File: src/rtl/cpu_exec_datapath.sv
// cpu_exec_datapath: 16-bit register file, ALU, PC and IR stepped by the control word
module cpu_exec_datapath #(
  parameter logic [15:0] RESET_PC  = 16'h0000,
  parameter logic [15:0] REG_RESET = 16'h0000
) (
  input  logic        clk,
  input  logic        reset,
  input  logic [2:0]  W_Adr,
  input  logic [2:0]  R_Adr,
  input  logic [2:0]  S_Adr,
  input  logic        adr_sel,
  input  logic        s_sel,
  input  logic        pc_ld,
  input  logic        pc_inc,
  input  logic        pc_sel,
  input  logic        ir_ld,
  input  logic        rw_en,
  input  logic [3:0]  alu_op,
  input  logic [15:0] mem_din,
  output logic [15:0] Address,
  output logic [15:0] D_out,
  output logic [15:0] IR,
  output logic        N,
  output logic        Z,
  output logic        C
);
  logic [15:0] rf_q [8];
  logic [15:0] pc_q, pc_d, ir_q, ir_d, r, s, sm, alu_out;
  logic [16:0] alu17;
  assign r = rf_q[R_Adr];
  assign s = rf_q[S_Adr];
  assign sm = s_sel ? mem_din : s;
  always_comb begin
    alu17 = {1'b0, sm};
    case (alu_op)
      4'd0: alu17 = {1'b0, r} + {1'b0, sm};
      4'd1, 4'd2: alu17 = {1'b0, r} - {1'b0, sm};
      4'd4: alu17 = {sm, 1'b0};
      4'd5: alu17 = {2'b00, sm[15:1]};
      4'd6: alu17 = {1'b0, sm} + 17'd1;
      4'd7: alu17 = {1'b0, sm} - 17'd1;
      default: alu17 = {1'b0, sm};
    endcase
  end
  assign alu_out = alu17[15:0];
  assign C = (alu_op == 4'd5) ? sm[0] :
             (alu_op == 4'd3 || alu_op[3]) ? 1'b0 : alu17[16];
  assign N = alu_out[15];
  assign Z = (alu_out == 16'h0000);
  assign Address = adr_sel ? r : pc_q;
  assign D_out = s;
  assign IR = ir_q;
  assign pc_d = pc_ld ? (pc_sel ? alu_out : pc_q + {{8{ir_q[7]}}, ir_q[7:0]}) :
                pc_inc ? pc_q + 16'd1 : pc_q;
  assign ir_d = ir_ld ? mem_din : ir_q;
  always_ff @(posedge clk or negedge reset) begin
    if (!reset) begin
      pc_q <= RESET_PC;
      ir_q <= 16'h0000;
      for (int i = 0; i < 8; i++) rf_q[i] <= REG_RESET;
    end else begin
      pc_q <= pc_d;
      ir_q <= ir_d;
      if (rw_en) rf_q[W_Adr] <= alu_out;
    end
  end
endmodule

File: config.mk
export PLATFORM = sky130hd
export DESIGN_NAME = cpu_exec_datapath
export DESIGN_NICKNAME = d
export VERILOG_FILES = /design/src/rtl/cpu_exec_datapath.sv
export SDC_FILE = /design/constraint.sdc
export NUM_CORES = 1
export LEC_CHECK = 0
export BUFFER_PORTS_ARGS = -buffer_cell sky130_fd_sc_hd__buf_2
export CAP_MARGIN = 25
export CORE_MARGIN = 3
export CORE_UTILIZATION = 62
export DETAILED_ROUTE_END_ITERATION = 7
export HOLD_SLACK_MARGIN = 0.1
export PLACE_DENSITY = 0.87
export SETUP_SLACK_MARGIN = 0.5
export SLEW_MARGIN = 20
export SYNTH_ARGS = -nofsm -noshare
export SYNTH_HDL_FRONTEND = slang
export SYNTH_SLANG_ARGS = --single-unit
File: constraint.sdc
create_clock -name clk -period 7.2 [get_ports clk]
set_clock_uncertainty 0.05 [all_clocks]
set_input_delay 1.08 -clock clk [delete_from_list [all_inputs] [get_ports clk]]
set_output_delay 1.08 -clock clk [all_outputs]
set_load 0.05 [all_outputs]
# --- Word-level counts from Yosys, hierarchy flattened ---
# Index checks and enable logic that the tools add are counted.
classes:
  order_cmp: 4
  eq_ne: 7
  addsub: 6
  n_reduce_logical: 6
  muxes: 17
  bitwise_logic: 3
ops:
  columns: ["operator", "n"]
  rows:
  - ["two-way mux 16 bit", 10]
  - ["bitwise mux 128 bit", 1]
  - ["case mux 17 bit (6 select lines)", 1]
  - ["binary-select mux 16 bit (select 3 bit)", 2]
  - ["demux 16 bit (select 3 bit)", 1]
  - ["adder 16 x 1 -> 17 bit (second input constant)", 1]
  - ["adder 16 x 16 -> 17 bit", 1]
  - ["subtractor 16 x 1 -> 17 bit (second input constant)", 1]
  - ["subtractor 16 x 16 -> 17 bit", 1]
  - ["adder 16 x 1 -> 16 bit (second input constant)", 1]
  - ["adder 16 bit", 1]
  - ["equality test 4 x 3 -> 1 bit (second input constant)", 4]
  - ["logical NOT 16 bit", 1]
  - [">= comparator 4 bit (second input constant)", 3]
  - ["NOT 3 -> 4 bit", 3]
  - ["equality test 4 x 2 -> 1 bit (second input constant)", 2]
  - ["equality test 4 x 1 -> 1 bit (second input constant)", 1]
  - ["logical NOT 4 bit", 1]
  - ["< comparator 4 x 1 -> 1 bit (second input constant)", 1]
  - ["two-way mux 1 bit", 2]
  - ["nonzero test 2 bit", 1]
  - ["OR reduction 2 bit", 1]
  - ["logical AND 1 bit", 1]
  - ["logical OR 1 bit", 1]
word_totals:
  regBits: 160
  output_inout_bits: 51
  in_bits: 38

# --- Depth between registers and ports, before layout ---
depth:
  word_depth: 9
  ltp_mapped: 21
  depth_no_buf: 18

# --- Least setup slack after synthesis ---
# No wires, ideal clock.
synth_path:
  path_type: "input to output"
  start: "input R_Adr[0]"
  end: "output C"
  stages: 18
  n_path_buf: 3
  t_required_ns: 6.070
  arrival_time_ns: 6.873
  setup_slack_ns: -0.803
  path_cell_list: "clkbuf_1 buf_2 buf_2 mux4_2 mux2i_1 ha_1 nand2_1 o21a_1 inv_1 fa_1 nor2b_1 o31ai_1 a21oi_1 a31oi_1 o31a_1 o21ai_0 xor2_1 o311ai_0"
synth_via:
  elab_chain_cells: 8
  word_cells_on_any_way: 9
  cone_classes: "add/sub (2); mux (6); bitwise (1)"
synth_lines:
  columns: ["item", "line_no", "source"]
  rows:
  - ["from (decl)", "9", "input logic [2:0] R_Adr,"]
  - ["NOT 3 -> 4 bit (implied by the code) (*)", "30", "assign r = rf_q[R_Adr];"]
  - ["binary-select mux 16 bit (select 3 bit) (*)", "30", null]
  - ["two-way mux 16 bit (implied by the code) (*) (2 in a row)", "30", null]
  - ["subtractor 16 x 16 -> 17 bit or adder 16 x 16 -> 17 bit (tied branches)", "37, 36", null]
  - ["case mux 17 bit (6 select lines) (*)", "35", "case (alu_op)"]
  - ["two-way mux 1 bit (*)", "47", "(alu_op == 4'd3 || alu_op[3]) ? 1'b0 : alu17[16];"]
  - ["two-way mux 1 bit (*)", "46", "assign C = (alu_op == 4'd5) ? sm[0] :"]
  - ["to (decl)", "25", "output logic C"]
# Every way passes the cells marked *; elsewhere a longest branch is shown, timed or not. The select of a mux whose other input is x is not followed.

# --- Worst setup path after layout ---
layout_path:
  start: "input R_Adr[0]"
  end: "output Z"
layout_via:
  elab_chain_cells: 7
  word_cells_on_any_way: 8
  cone_classes: "add/sub (2); mux (4); bitwise (1); reduce/logical (1)"
layout_lines:
  columns: ["item", "line_no", "source"]
  rows:
  - ["NOT 3 -> 4 bit (implied by the code) (*)", "30", null]
  - ["binary-select mux 16 bit (select 3 bit) (*)", "30", null]
  - ["two-way mux 16 bit (implied by the code) (*) (2 in a row)", "30", null]
  - ["subtractor 16 x 16 -> 17 bit or adder 16 x 16 -> 17 bit (tied branches)", "37, 36", null]
  - ["case mux 17 bit (6 select lines) (*)", "35", null]
  - ["logical NOT 16 bit (*)", "49", "assign Z = (alu_out == 16'h0000);"]
  - ["to (decl)", "24", "output logic Z,"]
# Marked as above.

==> results.toml <==
[critical_path]
slowest_delay_ns = 0.52
cp-startpoint = "R_Adr[0]"
crit_chain = "buf_8, buf_16, mux4_2, mux2_4, nand2b_1, nor2_2, nand2_1, nor4_4, nand2_1, xnor2_1, o21ai_0, ha_1, nor2b_1, o2bb2ai_1, a221o_1, a21oi_1, a41o_1, and4_2, buf_4"
critical_path_arrival_ns = 5.39
required_ns = 6.07
crit_path_top_delay_cell = "mux4_2"
cp_max_fo = 16
rrSetupSlack_ns = 2.58
path_class = "primary input to output port"
r2r_cells = 15
critPathLaunchType = "primary input"
critPathMostFrequentCell = "nand2_1"
worstReg2RegStart = "rf_q[21]$_DFFE_PN0P_"
end_kind = "output port"
r2r-end = "rf_q[94]$_DFFE_PN0P_"
crit_end = "Z"

[timing]
rsz0062_at_grt = "no"
slew_headroom_pct = 38.9
period_minus_slack_ns = 6.52
fin_crit_sh_pct = 90.5
hold_viol_final = 0
fmax_ghz = 0.153
tns_ns = 0
drv_slew = 0
max_slew.worst_pin.slew_ns = 0.917
setup_viol = 0

[placement]
port-buffer-count = 88
gp_routability_congestion = 1.04
place_hpwl_um = 26300

[routing]
wl_um = 37900
vias = 10800
postRouteAntennaNets = 0
drt-wirelength-per-cell_um = 24.0
remaining_drc_errors = 0
dr.pass1.iters = 6
via_per_inst = 6.86
drt_iter0_markers = 1266

[cells_and_area]
syn_to_final_growth_pct = 14.4
finalNetCount = 1424
diodes = 0
drive_above_1_share_pct = 24.5
fin_util_pct = 73.7
fill_cells = 1281

[synth]
seq_area_frac_synth_pct = 33.9
syn_area_um2 = 11800
async_flop_share_pct = 100
ys.flop_type = "dfrtp_1"
yosys_warnings = 0
synth_cell_type_count = 80
synth_edf_count = 0
syn-instance-count = 1234
ys_ff_latch = 160
syn_nets = 1324
synth.avg_cell_area_um2 = 9.57

[grt]
grt_pass1_wl_um = 58100
first_global_vias = 10500
antenna_found_initial = 0
track_usage_pct = 37.0
grt_max_degree = 102
gr-total-overflow = 0

[floorplan]
placementRows = 49
ioPinCount = 89
die_w_um = 144
die_h_um = 144
start_util_pct = 64.4
die-area_um2 = 20700
core_region_area_um2 = 18300

[cts]
cts_max_level = 4
hold_buffers = 0
cts_tree = "done"
clock_path_buffers = 2
numCtsBuffers = 17
cts-root-buf = "clkbuf_16"
cts.sinks = 160
path_clk_slew_ns = 0.07
clk_latency_ns = 0.44

[pwr]
power_density_nw_per_um2 = 394
p_leak_nw = 6.07
ir_drop_uv = 211

[job]
cap_violations = 0

[outcome]
status = "finished, final reports clean"

[min_path]
hp-class = "flip-flop to flip-flop"
==> layer usage <==
layer	GRT usage, %	wire (µm)
met5	0	0
met4	22.1	2130
met3	7.80	3770
met2	57.3	17700
met1	48.4	14300
==> critical path, delay by kind of cell <==
| kind | cells | cell delay, ns |
|---|---|---|
| AO/OA/AOI/OAI | 5 | 1.10 |
| adder cells (fa/ha/maj) | 1 | 0.31 |
| AND/OR/NAND/NOR | 7 | 1.33 |
| XOR/XNOR | 1 | 0.13 |
| multiplexers | 2 | 0.87 |
| buffers and inverters | 3 | 0.56 |
==> cell usage after synthesis (all sizes together) (6+ instances only) <==
cell | number | share of area [%]
a31oi | 8 | 0.42
nor2 | 66 | 2.1
dfrtp | 160 | 34
o21a | 12 | 0.76
or3 | 6 | 0.32
nand3 | 21 | 0.89
nand2 | 200 | 6.4
buf | 19 | 1.0
ha | 49 | 5.2
o21ai | 194 | 8.2
nor2b | 13 | 0.69
nand4 | 11 | 0.58
mux4 | 70 | 14
mux2i | 41 | 3.9
a21oi | 42 | 1.8
and3 | 7 | 0.37
clkbuf | 50 | 1.6
xnor2 | 30 | 2.2
nor3b | 7 | 0.45
a221oi | 6 | 0.59
o211ai | 9 | 0.57
xor2 | 19 | 1.4
inv | 53 | 1.7
mux2 | 39 | 3.8
a211oi | 8 | 0.51
nor3 | 14 | 0.59
==> timing repair <==
item / in CTS / in global routing
pin swaps: 0 / 1
resized for setup: 7 / 35
endpoints found under the setup margin: 3 / 3
setup buffers: 0 / 7
==> sequential cells by signal, summed over array words and instances, names as in the netlist <==
signal,cells
IR,16
pc_q,16
rf_q,128
==> where the power goes <==
group / switching, mW / total [mW] / internal, mW
clock: 0.439 / 0.934 / 0.495
combinational: 1.78 / 2.95 / 1.17
sequential: 0.266 / 1.44 / 1.17
==> cell type report <==
type / count / area (µm²) / area share (%)
sequential: 160 / 4000 / 29.6
clock buffer: 17 / 425 / 3.15
inverter: 53 / 199 / 1.47
tap: 229 / 287 / 2.12
clock inverter: 15 / 174 / 1.29
timing repair buffer: 150 / 958 / 7.10
multi-input combinational: 952 / 7460 / 55.2
==> metrics by stage <==
step                setup WS, ns  instance area [µm²]  hold slack (ns)  instances  power, mW
floorplan                  0.548                11800            0.408       1234       3.40
finish                     0.682                13500            0.456       1576       5.32
CTS                        0.541                13300            0.450       1569       5.16
detailed placement         0.214                12700            0.435       1537       4.20
global placement           0.298                12700            0.426       1536       4.12
global route               0.495                13500            0.467       1576       5.61
==> worst min path at each step <==
stage                      endpoint                 start  cells after the start  slack [ns]
2_1_floorplan  rf_q[91]$_DFFE_PN0P_  rf_q[91]$_DFFE_PN0P_                      2        0.41
4_1_cts        rf_q[78]$_DFFE_PN0P_  rf_q[78]$_DFFE_PN0P_                      2        0.45
3_3_place_gp   rf_q[83]$_DFFE_PN0P_  rf_q[83]$_DFFE_PN0P_                      2        0.43
5_1_grt          IR[10]$_DFFE_PN0P_    IR[10]$_DFFE_PN0P_                      1        0.47
6_report       rf_q[39]$_DFFE_PN0P_  rf_q[39]$_DFFE_PN0P_                      2        0.46
3_5_place_dp   rf_q[78]$_DFFE_PN0P_  rf_q[78]$_DFFE_PN0P_                      2        0.44
==> placed cells by master (no fill, tap or decap), types with 7 or more instances in the layout <==
cell type	Yosys	routed
nand2_1	200	198
o21ai_0	192	188
dfrtp_1	160	160
buf_2	10	81
mux4_2	64	64
nor2_1	66	63
buf_4	1	63
inv_1	51	51
ha_1	49	46
a21oi_1	42	39
mux2_2	35	34
mux2i_1	36	32
xnor2_1	30	30
nand3_1	21	20
xor2_1	19	19
clkbuf_16	0	17
nor3_1	14	13
nor2b_1	13	13
nand4_1	11	11
o21a_1	12	11
o211ai_1	9	9
a211oi_1	8	8
and3_1	7	7
==> logic make-up after synthesis <==
logic type	Yosys count	synth area share [%]
AO/OA/AOI/OAI	335	17.5
AND/OR/NAND/NOR	366	13.7
adder cells (fa/ha/maj)	52	5.70
flip-flops	160	33.9
XOR/XNOR	49	3.63
buffers and inverters	122	4.28
multiplexers	150	21.2
No activity file was read; power rests on OpenSTA's default activity.
